==> src/rtl/instr_encoder_loader.sv <==
// Streams RV32I instruction fields, encodes each beat and writes it to an instruction memory.
// Optional macro IMM_RANGE_CHECK_EN rejects immediates that do not fit their format.
module instr_encoder_loader #(
  parameter int XLEN       = 32,
  parameter int ADDR_WIDTH = 9
) (
  input  logic                   clk,
  input  logic                   rst,
  input  logic                   start,
  input  logic [ADDR_WIDTH-1:0]  base_addr,
  input  logic                   in_valid,
  output logic                   in_ready,
  input  logic                   in_last,
  input  logic [6:0]             in_op,
  input  logic [4:0]             in_rd,
  input  logic [4:0]             in_rs1,
  input  logic [4:0]             in_rs2,
  input  logic [2:0]             in_funct3,
  input  logic [6:0]             in_funct7,
  input  logic signed [XLEN-1:0] in_imm,
  output logic                   mem_we,
  output logic [ADDR_WIDTH-1:0]  mem_addr,
  output logic [XLEN-1:0]        mem_wdata,
  output logic                   busy,
  output logic                   done,
  output logic                   err,
  output logic [ADDR_WIDTH:0]    count
);

  localparam int MEM_SIZE = 2 ** ADDR_WIDTH;
  localparam logic [ADDR_WIDTH:0] LAST_SLOT = (ADDR_WIDTH+1)'(MEM_SIZE - 1);

  localparam logic [6:0] OPC_OP     = 7'b0110011;
  localparam logic [6:0] OPC_OP32   = 7'b0111011;
  localparam logic [6:0] OPC_LOAD   = 7'b0000011;
  localparam logic [6:0] OPC_OPIMM  = 7'b0010011;
  localparam logic [6:0] OPC_STORE  = 7'b0100011;
  localparam logic [6:0] OPC_BRANCH = 7'b1100011;
  localparam logic [6:0] OPC_JAL    = 7'b1101111;

  typedef enum logic [1:0] {IDLE, LOAD, DRAIN, DONE} state_t;

  state_t                state;
  logic [ADDR_WIDTH-1:0] ptr;
  logic [31:0]           enc_p0;
  logic                  wr_ok_p0;

  function automatic logic op_known(input logic [6:0] op);
    case (op)
      OPC_OP, OPC_OP32, OPC_LOAD, OPC_OPIMM,
      OPC_STORE, OPC_BRANCH, OPC_JAL: return 1'b1;
      default:                        return 1'b0;
    endcase
  endfunction

  function automatic logic is_shift(input logic [6:0] op, input logic [2:0] f3);
    return (op == OPC_OPIMM) && (f3 == 3'b001 || f3 == 3'b101);
  endfunction

  function automatic logic [31:0] encode(input logic [6:0] op, input logic [4:0] rd,
                                         input logic [4:0] rs1, input logic [4:0] rs2,
                                         input logic [2:0] f3, input logic [6:0] f7,
                                         input logic [20:0] imm);
    logic [31:0] w;
    w = '0;
    case (op)
      OPC_OP, OPC_OP32: w = {f7, rs2, rs1, f3, rd, op};
      OPC_LOAD:         w = {imm[11:0], rs1, f3, rd, op};
      OPC_OPIMM:        w = is_shift(op, f3) ? {f7, imm[4:0], rs1, f3, rd, op}
                                             : {imm[11:0], rs1, f3, rd, op};
      OPC_STORE:        w = {imm[11:5], rs2, rs1, f3, imm[4:0], op};
      OPC_BRANCH:       w = {imm[12], imm[10:5], rs2, rs1, f3, imm[4:1], imm[11], op};
      OPC_JAL:          w = {imm[20], imm[10:1], imm[11], imm[19:12], rd, op};
      default:          w = '0;
    endcase
    return w;
  endfunction

`ifdef IMM_RANGE_CHECK_EN
  function automatic logic imm_ok(input logic [6:0] op, input logic [2:0] f3,
                                  input logic signed [XLEN-1:0] imm);
    case (op)
      OPC_OPIMM:  return is_shift(op, f3) ? (imm >= 0 && imm <= 31)
                                          : (imm >= -2048 && imm <= 2047);
      OPC_LOAD,
      OPC_STORE:  return imm >= -2048 && imm <= 2047;
      OPC_BRANCH: return imm >= -4096 && imm <= 4094 && !imm[0];
      OPC_JAL:    return imm >= -1048576 && imm <= 1048574 && !imm[0];
      default:    return 1'b1;
    endcase
  endfunction

  assign wr_ok_p0 = op_known(in_op) && imm_ok(in_op, in_funct3, in_imm);
`else
  logic unused_imm_hi;
  assign unused_imm_hi = ^in_imm[XLEN-1:21];
  assign wr_ok_p0      = op_known(in_op);
`endif

  // p0: combinational encode of the beat currently on the inputs
  assign enc_p0 = encode(in_op, in_rd, in_rs1, in_rs2, in_funct3, in_funct7, in_imm[20:0]);

  // p1: registered memory write and session control
  always_ff @(posedge clk) begin
    if (rst) begin
      state     <= IDLE;
      ptr       <= '0;
      in_ready  <= 1'b0;
      mem_we    <= 1'b0;
      mem_addr  <= '0;
      mem_wdata <= '0;
      busy      <= 1'b0;
      done      <= 1'b0;
      err       <= 1'b0;
      count     <= '0;
    end else begin
      mem_we <= 1'b0;
      done   <= 1'b0;
      case (state)
        IDLE: begin
          if (start) begin
            ptr      <= base_addr;
            count    <= '0;
            err      <= 1'b0;
            in_ready <= 1'b1;
            busy     <= 1'b1;
            state    <= LOAD;
          end
        end
        LOAD: begin
          if (in_valid) begin
            if (wr_ok_p0) begin
              mem_we    <= 1'b1;
              mem_addr  <= ptr;
              mem_wdata <= XLEN'(enc_p0);
              ptr       <= ptr + 1'b1;
              count     <= count + 1'b1;
            end else begin
              err <= 1'b1;
            end
            if (in_last) begin
              in_ready <= 1'b0;
              state    <= DRAIN;
            end else if (wr_ok_p0 && count == LAST_SLOT) begin
              // memory is now full: close the session directly
              err      <= 1'b1;
              in_ready <= 1'b0;
              busy     <= 1'b0;
              done     <= 1'b1;
              state    <= DONE;
            end
          end
        end
        DRAIN: begin
          busy  <= 1'b0;
          done  <= 1'b1;
          state <= DONE;
        end
        default: state <= IDLE;
      endcase
    end
  end

endmodule

==> config.mk <==
export PLATFORM = sky130hd
export DESIGN_NAME = instr_encoder_loader
export DESIGN_NICKNAME = d
export VERILOG_FILES = /design/src/rtl/instr_encoder_loader.sv
export SDC_FILE = /design/constraint.sdc
export NUM_CORES = 1
export LEC_CHECK = 0
export CORE_MARGIN = 5
export CORE_UTILIZATION = 43
export CTS_BUF_LIST = sky130_fd_sc_hd__clkbuf_16
export CTS_CLUSTER_DIAMETER = 40
export DETAILED_ROUTE_END_ITERATION = 8
export GPL_ROUTABILITY_DRIVEN = 0
export PLACE_DENSITY = 0.8
export SLEW_MARGIN = 20
export SYNTH_ARGS = -nofsm -noshare
export SYNTH_HDL_FRONTEND = slang
export SYNTH_SLANG_ARGS = --single-unit
export TNS_END_PERCENT = 100
==> constraint.sdc <==
create_clock -name clk -period 2.7 [get_ports clk]
set_input_delay 0.54 -clock clk [delete_from_list [all_inputs] [get_ports clk]]
set_output_delay 0.54 -clock clk [all_outputs]
set_load 0.03 [all_outputs]
==> impl_results.md <==
- Grt total ovfl: 0
- CTS buffer count: 9
- # setup viols final: 0
- Area share of the largest cell type after synthesis: 41.5%
- Startpoint types: flip-flop
- Max H-tree Level: 3
- CP endpoint kind: flip-flop
- IO Pins: ~130
- Gate power share: between 20 and 30%
- Slew margin rel.: about 55%
- CTS tree: built
- Top cells by area, synth: dfxtp_1 41%, a21oi_1 5.7%, nor2_1 5.7%, nand2_1 5.1%, nor3_1 4.6%
- Worst-path fanout max: 5
- Count of cell types in the netlist: 45
- Max Fclk: 0.409 GHz
- # port buffers: 122
- Total Power: between 3000 and 4000 µW
- Row count: 31
- Post-synth net total: approximately 470
- Cells after Synth: just under 400
- Primary FF master, synth: dfxtp_1
- Core Box Area: 0.00729 mm²
- Hold violation total from the final report: 0
- CTS clk-pin slew, worst paths: ~60 ps
- Worst-Margin Slew: roughly 670 ps
- Largest net degree at the start of global routing: 69
- Vias per inst: around 5.5
- Placed Area: around 0.0047 mm²
- Max Clock Skew: between 6 and 7 ps
- Psw: slightly below 1000 µW
- Final min period: ~2400 ps
- Maxcap violations: 0
- 1st-iter DRT viols: around 260
- Vias in the first global route: about 3500
- Pwr/cell area: 621 mW/mm²
- FILL cells: 605
- Period Utilization, post-route: between 90% and 100%
- Worst VDD drop: just under 400 µV
- # clock sinks: 67
- #FFs+latches synth: 67
- RSZ-0062 raised after global routing: false
- Die height: between 90 and 100 µm
- Post-synthesis cell area: around 0.0032 mm²
- Crit path kind: flip-flop to flip-flop
- Req. time, crit path: about 2900 ps
- Clk buf depth: 2
- Outcome: finished, final reports clean
- Asr flop ratio synth: 0%
- Final Max Tran Viols: 0
- Initial antenna violation count: 0
- Post-Route WL: 10200 µm
- DIE AREA: ~0.0094 mm²
- First-pass detailed-route iteration total: 5
- Dpl hpwl: roughly 7600 µm
- Syn avg cell area: between 8 and 9 µm²
- Internal: about 2100 µW
- Sw frac: between 30% and 40%
- Share of cells above drive strength 1: between 10% and 20%
- Leak: about 0.0018 µW
- Post-synth EDFFs: 0
- P&R area growth vs syn: 53.4%
- Seq/Total Area, Yosys: 41.5%
- Ant. Diodes: 0
- Final TNS setup: 0 ps
- DRT antenna net count: 0
- Worst Hold Class: flip-flop to flip-flop
- Worst-skew pair later-pin latency: approximately 330 ps
- Syn. warnings: 0
- Wire per inst: ~16 µm
- Via count: 3500
- Starting Density: 44.4%
- Global-route wire length before repair: ~17000 µm
- Layout Nets: roughly 610
- DR DRC count: 0
- Leading area contributor after synthesis: dfxtp_1
- Die Span X: roughly 97 µm
- Flop pwr share: a little under two fifths
- Design area: roughly 0.0050 mm²
- Data arrival time of the worst path: about 2700 ps
- Clock share of power: between 30% and 40%
- Clk root buf: clkbuf_16
- Global router's overall resource usage: a little over a fifth
[final timing paths]
kind                                 start                  endpoint  slack, ps  cells after the start
setup / recovery     count[0]$_SDFFE_PP0P_         busy$_SDFFE_PP0P_        260                      6
hold / removal    mem_addr[7]$_SDFFE_PP0P_  mem_addr[7]$_SDFFE_PP0P_        460                      2
setup reg to reg     count[0]$_SDFFE_PP0P_         busy$_SDFFE_PP0P_        260                      6
hold reg to reg   mem_addr[7]$_SDFFE_PP0P_  mem_addr[7]$_SDFFE_PP0P_        460                      2
[worst max-delay path: stages, from the launching register on]
cell and delay [ps]:
dfxtp_1 410, ha_1 230, nand4_1 190, or3_1 460, or4_1 490, o21ai_0 210
mux2_2 350
[cell usage in the layout, fill, tap and decap left out, types with 7 or more instances in the layout]
cell / n
nand2b_1: 10
dfxtp_1: 67
clkdlybuf4s50_1: 121
or3_1: 8
buf_4: 29
nand2_1: 44
nor3_1: 30
a222oi_1: 9
a21oi_1: 36
nand3_1: 8
clkbuf_16: 9
nor2b_1: 8
o21ai_0: 10
nand4_1: 7
nor2_1: 49
a221oi_1: 16
[sequential cells by signal (all words and copies together), names as in the netlist]
| signal | flops |
|---|---|
| done | 1 |
| ptr | 9 |
| state | 2 |
| count | 10 |
| err | 1 |
| mem_wdata | 32 |
| in_ready | 1 |
| mem_we | 1 |
| mem_addr | 9 |
| busy | 1 |
[layer usage]
layer,wire length [µm],track usage (%)
met5,0,0
met2,5120,37.5
met1,4160,24.7
met4,364,11.0
met3,521,5.40
[repair_timing]
action                                  in CTS  in global routing
endpoints found under the setup margin       0                  1
buffers inserted                             0                  0
hold buffers                                 0                  0
hold endpoints to repair                     0                  0
gates resized for setup                      0                  1
[metrics by stage]
stage | instances | hold slack [ps] | worst slack (ps) | utilization (%)
4_1_cts | 633 | 458 | 208 | 68.0
6_report | 633 | 455 | 255 | 68.1
2_1_floorplan | 390 | 446 | 303 | -
3_5_place_dp | 617 | 450 | -107 | 64.4
5_1_grt | 633 | 483 | 120 | 68.1
3_3_place_gp | 617 | 441 | -21.5 | 64.4
[layout make-up]
class | count | area (µm²) | share of cell area [%]
Clock inverter | 7 | 36.3 | 0.731
Tap cell | 99 | 124 | 2.50
Multi-Input combinational cell | 294 | 1760 | 35.5
Timing Repair Buffer | 152 | 1450 | 29.3
Clock buffer | 9 | 225 | 4.54
Inverter | 5 | 18.8 | 0.378
Sequential cell | 67 | 1340 | 27.0
[power groups by stage]
stage,clock network [µW],registers [µW],logic [µW]
floorplan,0,1200,529
global placement,0,1170,865
detailed placement,0,1180,894
CTS,1030,1160,904
global route,1080,1170,1000
finish,1020,1160,905
[synthesized netlist by cell type (2+ instances only)]
| cell | number |
|---|---|
| buf_2 | 8 |
| clkbuf_1 | 13 |
| mux2_2 | 4 |
| ha_1 | 6 |
| nor2b_1 | 8 |
| a211oi_1 | 2 |
| nand2_1 | 44 |
| a21oi_1 | 37 |
| buf_6 | 2 |
| or3_1 | 8 |
| mux2i_1 | 4 |
| nand4_1 | 7 |
| o21ai_0 | 10 |
| a222oi_1 | 9 |
| or4_1 | 5 |
| dfxtp_1 | 67 |
| nand2b_1 | 10 |
| nor2_1 | 49 |
| inv_1 | 5 |
| nand3_1 | 8 |
| xor2_1 | 3 |
| nor3_1 | 30 |
| o32ai_1 | 6 |
| and3_1 | 2 |
| a221oi_1 | 16 |
| o31ai_1 | 2 |
| a311oi_1 | 3 |
| o211ai_1 | 2 |
| or2_2 | 4 |
[cells by family after synthesis]
family / Yosys count / synth area share [%]
buf+inv: 29 / 4.14
xor+xnor: 3 / 0.812
mux: 8 / 2.63
flops: 67 / 41.5
compound gates: 95 / 20.6
simple gates: 182 / 28.1
fa+ha+maj: 6 / 2.32
Note: power is estimated with default switching activity, not from simulation.
==> patch 1 (same settings) <==
Register the output `count` once more, cleared by the reset; this adds one clock of latency there. The other outputs are not delayed to match.
--- a/src/rtl/instr_encoder_loader.sv
+++ b/src/rtl/instr_encoder_loader.sv
@@ -39,6 +39,8 @@
   localparam logic [6:0] OPC_JAL    = 7'b1101111;
 
   typedef enum logic [1:0] {IDLE, LOAD, DRAIN, DONE} state_t;
+
+  logic [ADDR_WIDTH:0] count_s0;
 
   state_t                state;
   logic [ADDR_WIDTH-1:0] ptr;
@@ -112,7 +114,7 @@
       busy      <= 1'b0;
       done      <= 1'b0;
       err       <= 1'b0;
-      count     <= '0;
+      count_s0  <= '0;
     end else begin
       mem_we <= 1'b0;
       done   <= 1'b0;
@@ -120,7 +122,7 @@
         IDLE: begin
           if (start) begin
             ptr      <= base_addr;
-            count    <= '0;
+            count_s0 <= '0;
             err      <= 1'b0;
             in_ready <= 1'b1;
             busy     <= 1'b1;
@@ -134,14 +136,14 @@
               mem_addr  <= ptr;
               mem_wdata <= XLEN'(enc_p0);
               ptr       <= ptr + 1'b1;
-              count     <= count + 1'b1;
+              count_s0  <= count_s0 + 1'b1;
             end else begin
               err <= 1'b1;
             end
             if (in_last) begin
               in_ready <= 1'b0;
               state    <= DRAIN;
-            end else if (wr_ok_p0 && count == LAST_SLOT) begin
+            end else if (wr_ok_p0 && count_s0 == LAST_SLOT) begin
               // memory is now full: close the session directly
               err      <= 1'b1;
               in_ready <= 1'b0;
@@ -161,5 +163,13 @@
     end
   end
 
+  always_ff @(posedge clk) begin
+    if (rst) begin
+      count <= '0;
+    end else begin
+      count <= count_s0;
+    end
+  end
+
 endmodule
 
Check against the original RTL: not equivalent (a bounded check fails within 4 cycles, from zero or initial values and one cycle with rst high).
==> patch 1 against the unedited design <==
- total power grew 14%
- setup slack gained 48 ps
- global-route usage shrank 1.0 points
- clock power grew 16%
- critical path depth grew 2
- final area grew 8.0%
- area after synthesis grew 12%
- sequential cell count grew 10
- wire length grew 3.3%
- critical path type is now input port to flip-flop
==> patch 1: results (changes against the unedited design) <==
CP peak stage delay=660 ps (+170 ps); register area share after synthesis=42.4% (+0.93 points); Post-synth top cells=dfxtp_1 (77), nor2_1 (51), nand2_1 (38); Pleak=1.92 nW (+8.1%); metal2 WL=5050 microns (-1.2%); filler instances=693 (+15%); largest cells by area after synthesis=dfxtp_1 (42%), nor2_1 (5.3%), a21oi_1 (5.0%); reg-to-reg startpoint=state[1]; number of global-route vias before repair=3640 (+3.3%); worst-path maximum fanout=9 (+4); CP startpoint=in_op[2]; relative slew slack=50.2% (-5.2 points); min-delay src=mem_wdata[2]; Max IR drop VDD=344 uV (-12%); first-pass GRT wire length=17100 microns (+0.73%); total global routing track utilization=20.7% (-1.0 points); Pwr Density=655 nW/um^2 (+5.4%); WL per Instance=15.8 microns (-1.7%); status=completed; Worst path slowest cell=o31ai_2; Largest regs=mem_wdata (32), count (10), count_s0 (10); met3 Use GR=8.05% (+2.7 points); Routed met1 length=4230 microns (+1.7%); DRT iter0 DRCs=220 (-14%); final net count=639 (+4.2%); Detail Route met3 WL=1020 microns (+95%); Final Skew=4.17 ps (-2.25 ps); Vias=3691 (+5.5%)
-- patch 1: metrics by stage --
stage          setup WS [ps]  cells  hold WS, ps  power (mW)
3_5_place_dp           -31.2    649          446        2.34
3_3_place_gp            33.6    649          442        2.31
6_report                 304    665          453        3.51
4_1_cts                  317    665          454        3.52
5_1_grt                  138    665          478        3.70
2_1_floorplan            535    423          445        1.94
-- patch 1: area by class of cell --
| type | instances | share of cell area, % |
|---|---|---|
| Multi-Input combinational cell | 308 | 35.5 |
| Sequential cell | 77 | 28.8 |
| Timing Repair Buffer | 148 | 27.0 |
| Clock buffer | 9 | 4.20 |
| Tap cell | 105 | 2.45 |
| Clock inverter | 7 | 1.24 |
| Inverter | 11 | 0.770 |
-- patch 1: cells by family (layout without fill, tap and decap cells) --
logic type,Yosys count,after routing,synth area share [%]
AO/OA/AOI/OAI,106,106,21.0
adder cells (fa/ha/maj),6,6,2.06
buffers and inverters,38,175,5.40
flip-flops,77,77,42.4
multiplexers,8,8,2.27
AND/OR/NAND/NOR,188,188,26.9
-- patch 1: worst reg2reg max path: stages, from the launching register on --
cell      delay [ps]
dfxtp_1          340
inv_1             90
ha_1             410
nor2_1           100
a211oi_1         350
o31ai_2          250
buf_4            230
o41ai_1          350
a21oi_1          110
-- patch 1: worst paths after layout --
path	cells past startpoint	to
worst max register to register	8	count_s0[7]
worst min-delay path	2	mem_wdata[2]
worst min register to register	2	mem_wdata[2]
worst max-delay path	8	count_s0[0]
-- patch 1: where the power goes --
| part | internal [mW] | switching (mW) |
|---|---|---|
| logic | 0.461 | 0.556 |
| registers | 1.22 | 0.0928 |
| clock network | 0.710 | 0.466 |
| total | 2.40 | 1.11 |
==> patch 2 (config.mk and constraints unchanged) <==
Made on the original files. The option `IMM_RANGE_CHECK_EN` is turned on by a define.
--- a/src/rtl/instr_encoder_loader.sv
+++ b/src/rtl/instr_encoder_loader.sv
@@ -1,5 +1,7 @@
 // Streams RV32I instruction fields, encodes each beat and writes it to an instruction memory.
 // Optional macro IMM_RANGE_CHECK_EN rejects immediates that do not fit their format.
+`define IMM_RANGE_CHECK_EN
+
 module instr_encoder_loader #(
   parameter int XLEN       = 32,
   parameter int ADDR_WIDTH = 9
Function: changed (a bounded check fails within 4 cycles, from zero or initial values and one cycle with rst high).
==> patch 2 against the unedited design <==
- sequential cell count did not move
- utilization grew 6.0 points
- wire length up 40%
- setup slack worse by 250 ps
- area after synthesis is 9.7% higher
- total power rose by 10%
- final area rose by 21%
- critical endpoint is now mem_wdata[23]
- largest cell class unchanged
==> patch 2: results (changes against the unedited design) <==
total global routing track utilization=27.4% (+5.7 points); first-pass GRT wire length=21800 microns (+28%); status=completed; register area share after synthesis=37.8% (-3.7 points); DRC errors left=0 (unchanged); CP peak stage delay=530 ps (+40 ps); H-tree levels=3 (unchanged); mux share of post-synthesis cell area=5.14% (+2.5 points); fraction of registers with async set/reset=0% (unchanged); CP startpoint=in_imm[19]; diode count=0 (unchanged); initial antenna violation count=0 (unchanged); Final Skew=7.94 ps (+1.52 ps); Synth warnings=0 (unchanged); Worst EP arrival=2900 ps (+240 ps); reg-to-reg startpoint=state[1]; worst-path maximum fanout=11 (+6); DRT iter0 DRCs=266 (+3.5%); largest net degree at the start of global routing=35 (-49%); family with the most delay on the worst path=buffers and inverters; Worst path slowest cell=clkdlybuf4s50_1; root buffer selected by CTS=clkbuf_16; Pleak=2.30 nW (+30%); hpwl dp=9610 microns (+26%); layout cells sized above 1=20.7% (+9.8 points); Synth Area in XOR/XNOR=0.247% (-0.57 points); pre-CTS setup slack=-499 ps (-392 ps); filler instances=586 (-3.1%); WL per Instance=19.4 microns (+21%); clock-pin slew on the worst setup and hold paths=60 ps (about the same); Congestion Overflow GR=0 (unchanged); Post-synth top cells=dfxtp_1 (67), nor2_1 (67), a211oi_1 (32); Synth Area in Adders=2.11% (-0.21 points); # port buffers=133 (+9.0%); DRT Pass-1 Iters=5 (unchanged); Slew @ Worst Pin=612 ps (-56.4 ps); worst min-delay path category=flip-flop to flip-flop; Clock Latency Late Sink=340 ps; Vias=4350 (+24%); complex-gate fraction of the synthesized area=25.5% (+4.9 points); clock buffer count from CTS=9 (unchanged); Largest regs=mem_wdata (32), count (10); Yosys cell types=54 (+20%); largest cells by area after synthesis=dfxtp_1 (38%), nor2_1 (7.1%), a211oi_1 (6.8%); deepest clock path buffer count=2 (unchanged); min-delay src=mem_wdata[1]; Max IR drop VDD=464 uV (+19%); number of global-route vias before repair=4315 (+22%); final net count=707 (+15%); Post-Syn Area=3550 sq um (+9.7%); syn_nets=516 (+8.9%)
## patch 2: power by group
| group | internal (mW) | switching, mW | total [mW] |
|---|---|---|---|
| combinational | 0.444 | 0.522 | 0.966 |
| sequential | 1.07 | 0.0837 | 1.15 |
| clock | 0.814 | 0.472 | 1.29 |
| total | 2.33 | 1.08 | 3.40 |
## patch 2: tightest hold or removal path: stages, from the launching register on
cell	delay (ps)
dfxtp_1	320
nor2_1	50
nor2_1	70
## patch 2: worst paths after layout
path,endpoint,slack (ps),depth (start not counted)
hold / removal,mem_wdata[1],470,2
setup reg to reg,count[9],330,8
setup / recovery,mem_wdata[23],0.09,11
hold reg to reg,mem_wdata[1],470,2
## patch 2: per-stage QoR
stage	TNS, ps	total power [mW]	cells	instance area [sq um]
global route	-1030	3.55	733	6020
finish	0	3.40	733	6020
detailed placement	-24670	2.10	705	5390
global placement	-17590	2.06	705	5390
floorplan	0	1.67	432	3550
CTS	0	3.39	728	5900
## patch 2: repair_timing
item / in CTS / in global routing
pin swaps: 7 / 14
endpoints found under the setup margin: 55 / 60
gates resized for setup: 28 / 25
endpoints found under the hold margin: 0 / 0
setup buffers: 4 / 5
cloned: 3 / 0
hold buffers: 0 / 0
## patch 2: layer usage
layer  routed length, microns  up-vias  track usage, %
li1                         -     2007               -
met1                     5480     2070            32.1
met2                     6950      232            46.8
met3                     1270       41            7.20
met4                      522        0            12.0
met5                        0        -               0
## patch 2: final cells by class
cell class	count	area (sq um)	area share, %
Inverter	12	45.0	0.748
Clock inverter	7	98.8	1.64
Tap cell	105	131	2.18
Clock buffer	9	225	3.74
Sequential cell	67	1340	22.3
Multi-Input combinational cell	326	2200	36.6
Timing Repair Buffer	207	1980	32.9
